--- src/rtl/uart_pkg.sv ---
// uart_pkg: shared FSM state, status bit positions and default widths for the UART blocks.
package uart_pkg;
    localparam int DATA_WIDTH_DEF = 8;
    localparam int ST_EMPTY = 0;
    localparam int ST_FULL  = 1;
    localparam int ST_OVR   = 2;
    localparam int ST_UDF   = 3;
    localparam int ST_BUSY  = 4;
    typedef enum logic [1:0] {
        IDLE = 2'd0,
        POP  = 2'd1,
        WAIT = 2'd2
    } rx_state_t;
endpackage

--- src/rtl/sync_edge_detect.sv ---
// sync_edge_detect: 2-flop synchronizer plus a third flop giving a one-cycle rising-edge pulse.
module sync_edge_detect (
    input  logic clk,
    input  logic rst,
    input  logic d,
    output logic pulse
);
    logic [2:0] s;
    always_ff @(posedge clk or posedge rst) begin
        if (rst) s <= '0;
        else     s <= {s[1:0], d};
    end
    assign pulse = s[1] & ~s[2];
endmodule

--- src/rtl/rx_read_interface.sv ---
// rx_read_interface: pops one RX FIFO byte per host request edge, latches it and reports status.
module rx_read_interface
    import uart_pkg::*;
#(
    parameter int DATA_WIDTH = DATA_WIDTH_DEF,
    parameter int CNT_WIDTH  = 8
) (
    input  logic                  i_Clock,
    input  logic                  i_reset,
    input  logic                  rd_req,
    input  logic                  clr_status,
    input  logic                  fifo_empty,
    input  logic                  fifo_full,
    input  logic                  fifo_wr,
    input  logic [DATA_WIDTH-1:0] fifo_data,
    output logic                  fifo_rd_en,
    output logic [DATA_WIDTH-1:0] data_reg,
    output logic                  data_valid,
    output logic [CNT_WIDTH-1:0]  overrun_cnt,
    output logic [7:0]            status_reg
);
    rx_state_t state, next;
    logic      rd_edge, udf_evt, ovr_evt, ovr_flag, udf_flag;

    sync_edge_detect u_sync (
        .clk  (i_Clock),
        .rst  (i_reset),
        .d    (rd_req),
        .pulse(rd_edge)
    );

    always_ff @(posedge i_Clock or posedge i_reset) begin
        if (i_reset) state <= IDLE;
        else         state <= next;
    end

    // Edges arriving outside IDLE are dropped on purpose: no queueing, no underflow.
    always_comb begin
        next       = state;
        fifo_rd_en = 1'b0;
        udf_evt    = 1'b0;
        case (state)
            IDLE: begin
                udf_evt = rd_edge & fifo_empty;
                next    = (rd_edge & ~fifo_empty) ? POP : IDLE;
            end
            POP: begin
                fifo_rd_en = 1'b1;
                next       = WAIT;
            end
            WAIT:    next = IDLE;
            default: next = IDLE;
        endcase
    end

    always_ff @(posedge i_Clock or posedge i_reset) begin
        if (i_reset) begin
            data_reg   <= '0;
            data_valid <= 1'b0;
        end else begin
            data_valid <= (state == WAIT);
            if (state == WAIT) data_reg <= fifo_data;
        end
    end

    assign ovr_evt = fifo_wr & fifo_full;

    // A fresh event in the clearing cycle takes precedence over the clear.
    always_ff @(posedge i_Clock or posedge i_reset) begin
        if (i_reset) begin
            ovr_flag    <= 1'b0;
            udf_flag    <= 1'b0;
            overrun_cnt <= '0;
        end else if (clr_status) begin
            ovr_flag    <= ovr_evt;
            udf_flag    <= udf_evt;
            overrun_cnt <= {{(CNT_WIDTH-1){1'b0}}, ovr_evt};
        end else begin
            ovr_flag <= ovr_flag | ovr_evt;
            udf_flag <= udf_flag | udf_evt;
            if (ovr_evt && ~&overrun_cnt) overrun_cnt <= overrun_cnt + 1'b1;
        end
    end

    always_comb begin
        status_reg           = '0;
        status_reg[ST_EMPTY] = fifo_empty;
        status_reg[ST_FULL]  = fifo_full;
        status_reg[ST_OVR]   = ovr_flag;
        status_reg[ST_UDF]   = udf_flag;
        status_reg[ST_BUSY]  = (state != IDLE);
    end
endmodule

--- config.mk ---
export PLATFORM = sky130hd
export DESIGN_NAME = rx_read_interface
export DESIGN_NICKNAME = d
export VERILOG_FILES = /design/src/rtl/uart_pkg.sv /design/src/rtl/sync_edge_detect.sv /design/src/rtl/rx_read_interface.sv
export SDC_FILE = /design/constraint.sdc
export NUM_CORES = 1
export LEC_CHECK = 0
export CAP_MARGIN = 20
export CORE_UTILIZATION = 40
export CTS_BUF_LIST = sky130_fd_sc_hd__clkbuf_4 sky130_fd_sc_hd__clkbuf_8
export DETAILED_ROUTE_END_ITERATION = 8
export PLACE_DENSITY = 0.77
export RECOVER_POWER = 100
export SLEW_MARGIN = 20
export SYNTH_ARGS = -nofsm -noshare
export SYNTH_HDL_FRONTEND = slang
export SYNTH_SLANG_ARGS = --single-unit
--- constraint.sdc ---
create_clock -name i_Clock -period 1.5 [get_ports i_Clock]
set_clock_uncertainty 0.1 [all_clocks]
set_input_delay 0.375 -clock i_Clock [delete_from_list [all_inputs] [get_ports i_Clock]]
set_output_delay 0.375 -clock i_Clock [all_outputs]
set_load 0.05 [all_outputs]
==> results.cfg, run 1 <==
[finish]
num-fill-cells = 153
final_nets = 164
flow.area_growth_from_synthesis_pct = 73.7
layout-drive-gt1-share_pct = 55.1
antenna_cells = 0

[route]
avgViaCountPerCell = 5.23
vias = 926
initialDrtViolationCount = 11
postRouteAntennaNets = 0
wl_mm = 3.41
drc_errors = 0
wl_per_cell_um = 19.3
drt_pass1_iterations = 4

[worst_setup_path]
slowest_stage = dfrtp_1
worstReg2RegEnd = overrun_cnt[7]$_DFFE_PP0P_
cp-start-kind = register
critPathCaptureType = primary output
r2r-start = overrun_cnt[0]$_DFFE_PP0P_
cp.arrival_ps = 1180
critPathLaunch = state[0]$_DFF_PP0_
worstPathRequired_ps = 1020
critPathKind = reg2out
reg2regPathDepth = 4
critPathMaxFanout = 2
reg2reg_slack_ps = -160
path_cells = or2_4 > buf_8
slowest_delay_ps = 420

[logic_synthesis]
synth_seq_cells = 24
ys_async_sr_fraction_pct = 100
yosys-top-cells-count = 24 x dfrtp_1, 7 x buf_4, 5 x inv_1, 5 x mux2_2
yosys.cell_types.count = 33
synth_edf_count = 0
postSynthCellCount = 88
synth_warnings = 0
synth.yosys.seq_area_share_pct = 56.6
synth_top_cell_area_share_pct = 56.6
ys_top_cells_by_area = dfrtp_1 57%, mux2_2 5.3%, buf_4 5.0%
yosysMostFrequentCell = dfrtp_1
syn_avg_cell_area_um2 = 12.1
ys.flop_type = dfrtp_1
synth_area_um2 = 1060
synth_area_leader_cell = dfrtp_1

[timing]
finalMaxSlewViolations = 0
period_needed_ps = 1660
setup-violations-final = 14
relSlewSlack_pct = 60.0
fin_crit_sh_pct = 111
whs_ps = 239
rsz0062_at_grt = true
hold_violations = 0
fmaxAchievable_mhz = 603
worstMarginPinSlew_ps = 600
finalWorstSetupSlack_ps = -160

[grt]
grt_first_pass_wirelength_mm = 4.60
grt_usage_pct = 24.4
antenna_found_initial = 0
grt_pass1_vias = 895
grt_max_degree = 25
grt_remaining_overflow = 0

[clock_tree]
cts_sinks = 24
cts-buffers-inserted = 3
clk_latency_ps = 350
htree_levels = 1
cts_tree = yes
root_buffer = clkbuf_4
clockBufferDepth = 2
clk_pin_slew_worst_paths_ps = 160

[worst_hold_path]
min_path_type = in2reg
hold_path_end = state[0]$_DFF_PP0_
holdPathStages = 2
min_from = fifo_empty

[status]
outcome = finished, violations left
violations = negative setup slack

[place]
place_ws_ps = -478
gp_congestion = 0.818
hpwl_mm = 1.88
io_buffers = 37

[floorplan]
die_w_um = 53.5
start_util_pct = 42.4
die_h_um = 53.5
dieArea_um2 = 2860
io_pins = 41
rows = 18
coreArea_um2 = 2500

[pwr]
power_leakage_uw = 0.000832
peakVddDrop_mv = 0.958
p_per_area_nw_per_um2 = 1030

[job]
drv_cap = 0
==> worst max path at each step <==
stage / endpoint / slack (ps)
floorplan: overrun_cnt[6]$_DFFE_PP0P_ / -200
detailed placement: overrun_cnt[7]$_DFFE_PP0P_ / -480
CTS: fifo_rd_en / -120
global placement: overrun_cnt[7]$_DFFE_PP0P_ / -370
global route: fifo_rd_en / -190
finish: status_reg[4] / -160
==> critical path, delay by kind of cell, from the launching register on <==
| kind | cells | cell delay [ps] |
|---|---|---|
| buffers and inverters | 1 | 150 |
| and+or+nand+nor | 1 | 270 |
| DFF | 1 | 420 |
==> repair_timing <==
item                                   CTS  global route
pin swaps                                1             5
endpoints found under the hold margin    0             0
setup endpoints to repair               14            18
hold buffers                             0             0
resized for setup                       18            11
setup buffers                            6             4
==> layer usage <==
metal / vias up / share of wire [%] / track usage [%]
li1: 422 / - / -
met1: 460 / 38 / 30.3
met2: 33 / 54 / 38.5
met3: 11 / 4.5 / 6.03
met4: 0 / 3.5 / 13.6
met5: - / 0 / 0
==> stage by stage <==
stage	utilization [%]	TNS [ps]	area (µm²)	instances	total power, µW
4_1_cts	77.0	-562	1930	173	2070
6_report	73.7	-1020	1840	177	1900
5_1_grt	73.7	-1610	1840	177	1970
2_1_floorplan	-	-919	1100	90	1160
3_5_place_dp	71.1	-2890	1780	163	1580
3_3_place_gp	71.1	-2170	1780	163	1560
==> cell families after synthesis <==
family                   Yosys count  synth area share (%)
flip-flops                        24                  56.6
AND/OR/NAND/NOR                   22                  12.4
AO/OA/AOI/OAI                     15                  10.6
buffers and inverters             15                  8.61
multiplexers                       9                  9.43
adder cells (fa/ha/maj)            1                  1.18
other                              1                 0.353
XOR/XNOR                           1                 0.826
==> report_power, final <==
group,leakage (µW),switching (µW),total [µW],internal [µW]
sequential,0.000294,47.2,768,721
combinational,0.000509,402,636,234
clock,0.0000279,229,500,271
==> final cells by class <==
class,count,area (µm²),area share (%)
Clock buffer,3,22.5,1.22
Clock inverter,1,30.0,1.63
Inverter,5,18.8,1.02
Multi-Input combinational cell,51,458,24.8
Sequential cell,24,609,33.1
Tap cell,30,37.5,2.04
Timing Repair Buffer,63,667,36.2
==> layout by cell type (no fill, tap or decap), types with 2 or more instances in the layout <==
| cell type | count |
|---|---|
| or4_4 | 3 |
| mux2_2 | 5 |
| buf_6 | 10 |
| nand3_1 | 3 |
| nor2_1 | 2 |
| clkbuf_4 | 11 |
| dlygate4sd2_1 | 3 |
| dlygate4sd3_1 | 3 |
| mux2_1 | 3 |
| inv_1 | 5 |
| dfrtp_2 | 7 |
| a21oi_2 | 3 |
| dfrtp_1 | 17 |
| conb_1 | 3 |
| o211ai_1 | 2 |
| clkdlybuf4s50_1 | 8 |
| o31ai_1 | 2 |
| clkbuf_2 | 3 |
| nand2_1 | 2 |
| buf_12 | 10 |
| buf_4 | 17 |
No activity file was read; power rests on OpenSTA's default activity.
==> run 2: changes to the inputs <==
- CORE_UTILIZATION: 40 -> 44
- PLACE_DENSITY: 0.77 -> 0.8
- clock period: 1.5 -> 1.6 ns (I/O delays scaled with it)
==> run 2 against run 1 <==
Effect of this change:
- the flow still finishes with violations (negative setup slack)
- global-route usage down 2.9 points
- register-to-register slack better by 130 ps
- combinational power down 15%
- first-iteration DRC count down 64%
- core utilization down 0.054 points
- hold slack better by 22 ps
- power down 18%
- routed wire length down 22%
- clock power down 37%
- highest routed layer unchanged
==> results.cfg, run 2 (synthesis results as in run 1) <==
[status]
outcome = finished, violations left
violations = negative setup slack

[worst_setup_path]
critPathKind = reg2out
worstPathRequired_ps = 1100
critPathLaunch = state[1]$_DFF_PP0_
r2r-start = overrun_cnt[3]$_DFFE_PP0P_
critPathCaptureType = primary output
cp.arrival_ps = 1140
cp-start-kind = register
critPathMaxFanout = 3

[grt]
grt_remaining_overflow = 0
grt_max_degree = 25
antenna_found_initial = 0
grt_usage_pct = 21.5
grt_pass1_vias = 855
grt_first_pass_wirelength_mm = 4.01

[clock_tree]
cts-buffers-inserted = 3
cts_sinks = 24
root_buffer = clkbuf_4
clockBufferDepth = 2
htree_levels = 1
cts_tree = yes
clk_pin_slew_worst_paths_ps = 130
clk_latency_ps = 310

[timing]
worstMarginPinSlew_ps = 596
period_needed_ps = 1640
relSlewSlack_pct = 60.3
fin_crit_sh_pct = 103
fmaxAchievable_mhz = 609
rsz0062_at_grt = true
setup-violations-final = 2
hold_violations = 0
finalWorstSetupSlack_ps = -40.9
finalMaxSlewViolations = 0
finalSetupTns_ps = -68.4

[finish]
final_cell_mix = 19 x dfrtp_1, 13 x buf_4, 12 x clkbuf_2
num-fill-cells = 143
layout.area.seq_um2 = 607
antenna_cells = 0
layout-drive-gt1-share_pct = 46.0
flow.area_growth_from_synthesis_pct = 55.1
final_area_um2 = 1650
layout_commonest_cell = dfrtp_1
multi_input_area_um2 = 435
finish.utilization_pct = 73.7
final_nets = 156

[floorplan]
coreArea_um2 = 2230
dieArea_um2 = 2610
rows = 17
io_pins = 41
die_w_um = 51.1
start_util_pct = 47.5
die_h_um = 51.1

[worst_hold_path]
min_path_type = reg2reg
min_from = u_sync.s[0]$_DFF_PP0_

[route]
drc_errors = 0
drt_pass1_iterations = 4
initialDrtViolationCount = 4
wl_per_cell_um = 16.0
postRouteAntennaNets = 0
vias = 849
wl_mm = 2.67
avgViaCountPerCell = 5.08

[place]
gp_congestion = 0.763
place_ws_ps = -383
hpwl_mm = 1.95
postPlaceCellArea_um2 = 1760
io_buffers = 37

[pwr]
p_per_area_nw_per_um2 = 954
power_leakage_uw = 0.000755
peakVddDrop_mv = 0.801

[job]
drv_cap = 0
[run 2: changes by cell type in the layout (fill, tap and decap cells not counted), sizes merged]
cell / before / now
clkdlybuf4s25: 0 / 1
dlygate4sd2: 3 / 2
buf: 38 / 26
bufinv: 1 / 0
clkbuf: 14 / 19
[run 2: path summary, 6_finish.rpt]
kind                                               to  slack [ps]  cells after the start
max in group asynchronous  overrun_cnt[2]$_DFFE_PP0P_         430                      3
max reg2reg                overrun_cnt[6]$_DFFE_PP0P_         -30                      4
min reg2reg                     u_sync.s[1]$_DFF_PP0_         260                      0
max                                     status_reg[4]         -40                      2
min in group asynchronous  overrun_cnt[6]$_DFFE_PP0P_         550                      3
min                             u_sync.s[1]$_DFF_PP0_         260                      0
[run 2: routing by layer]
layer / track usage [%] / share of wire [%] / up-vias / wire [µm]
li1: - / - / 404 / -
met1: 23.2 / 38 / 416 / 1020
met2: 40.6 / 57 / 23 / 1510
met3: 5.65 / 3.5 / 6 / 94
met4: 6.48 / 1.5 / 0 / 41
met5: 0 / 0 / - / 0
[run 2: area by class of cell]
class	instances	area share [%]
clock buffer	4	2.21
sequential	24	36.9
timing repair buffer	55	31.2
multi-input combinational	51	26.5
tap	28	2.13
inverter	5	1.14
[run 2: per-stage QoR]
step | hold slack (ps) | total power [µW] | instances
finish | 261 | 1570 | 167
global route | 268 | 1630 | 167
CTS | 265 | 1810 | 165
detailed placement | 236 | 1490 | 160
global placement | 235 | 1460 | 160
floorplan | 231 | 1090 | 90
[run 2: what timing repair did]
| action | in CTS | in global routing |
|---|---|---|
| setup buffers | 1 | 2 |
| gates resized for setup | 9 | 8 |
| cloned | 0 | 0 |
| endpoints found under the setup margin | 5 | 7 |
| pin swaps | 3 | 0 |
| hold buffers | 0 | 0 |
[run 2: critical path, stage by stage (launching register included)]
cell and delay [ps]:
dfrtp_1 430, or2_4 250, buf_8 150
[run 2: power by group]
| part | internal [µW] | switching (µW) |
|---|---|---|
| Sequential | 676 | 40.0 |
| Clock | 139 | 175 |
| Combinational | 171 | 368 |
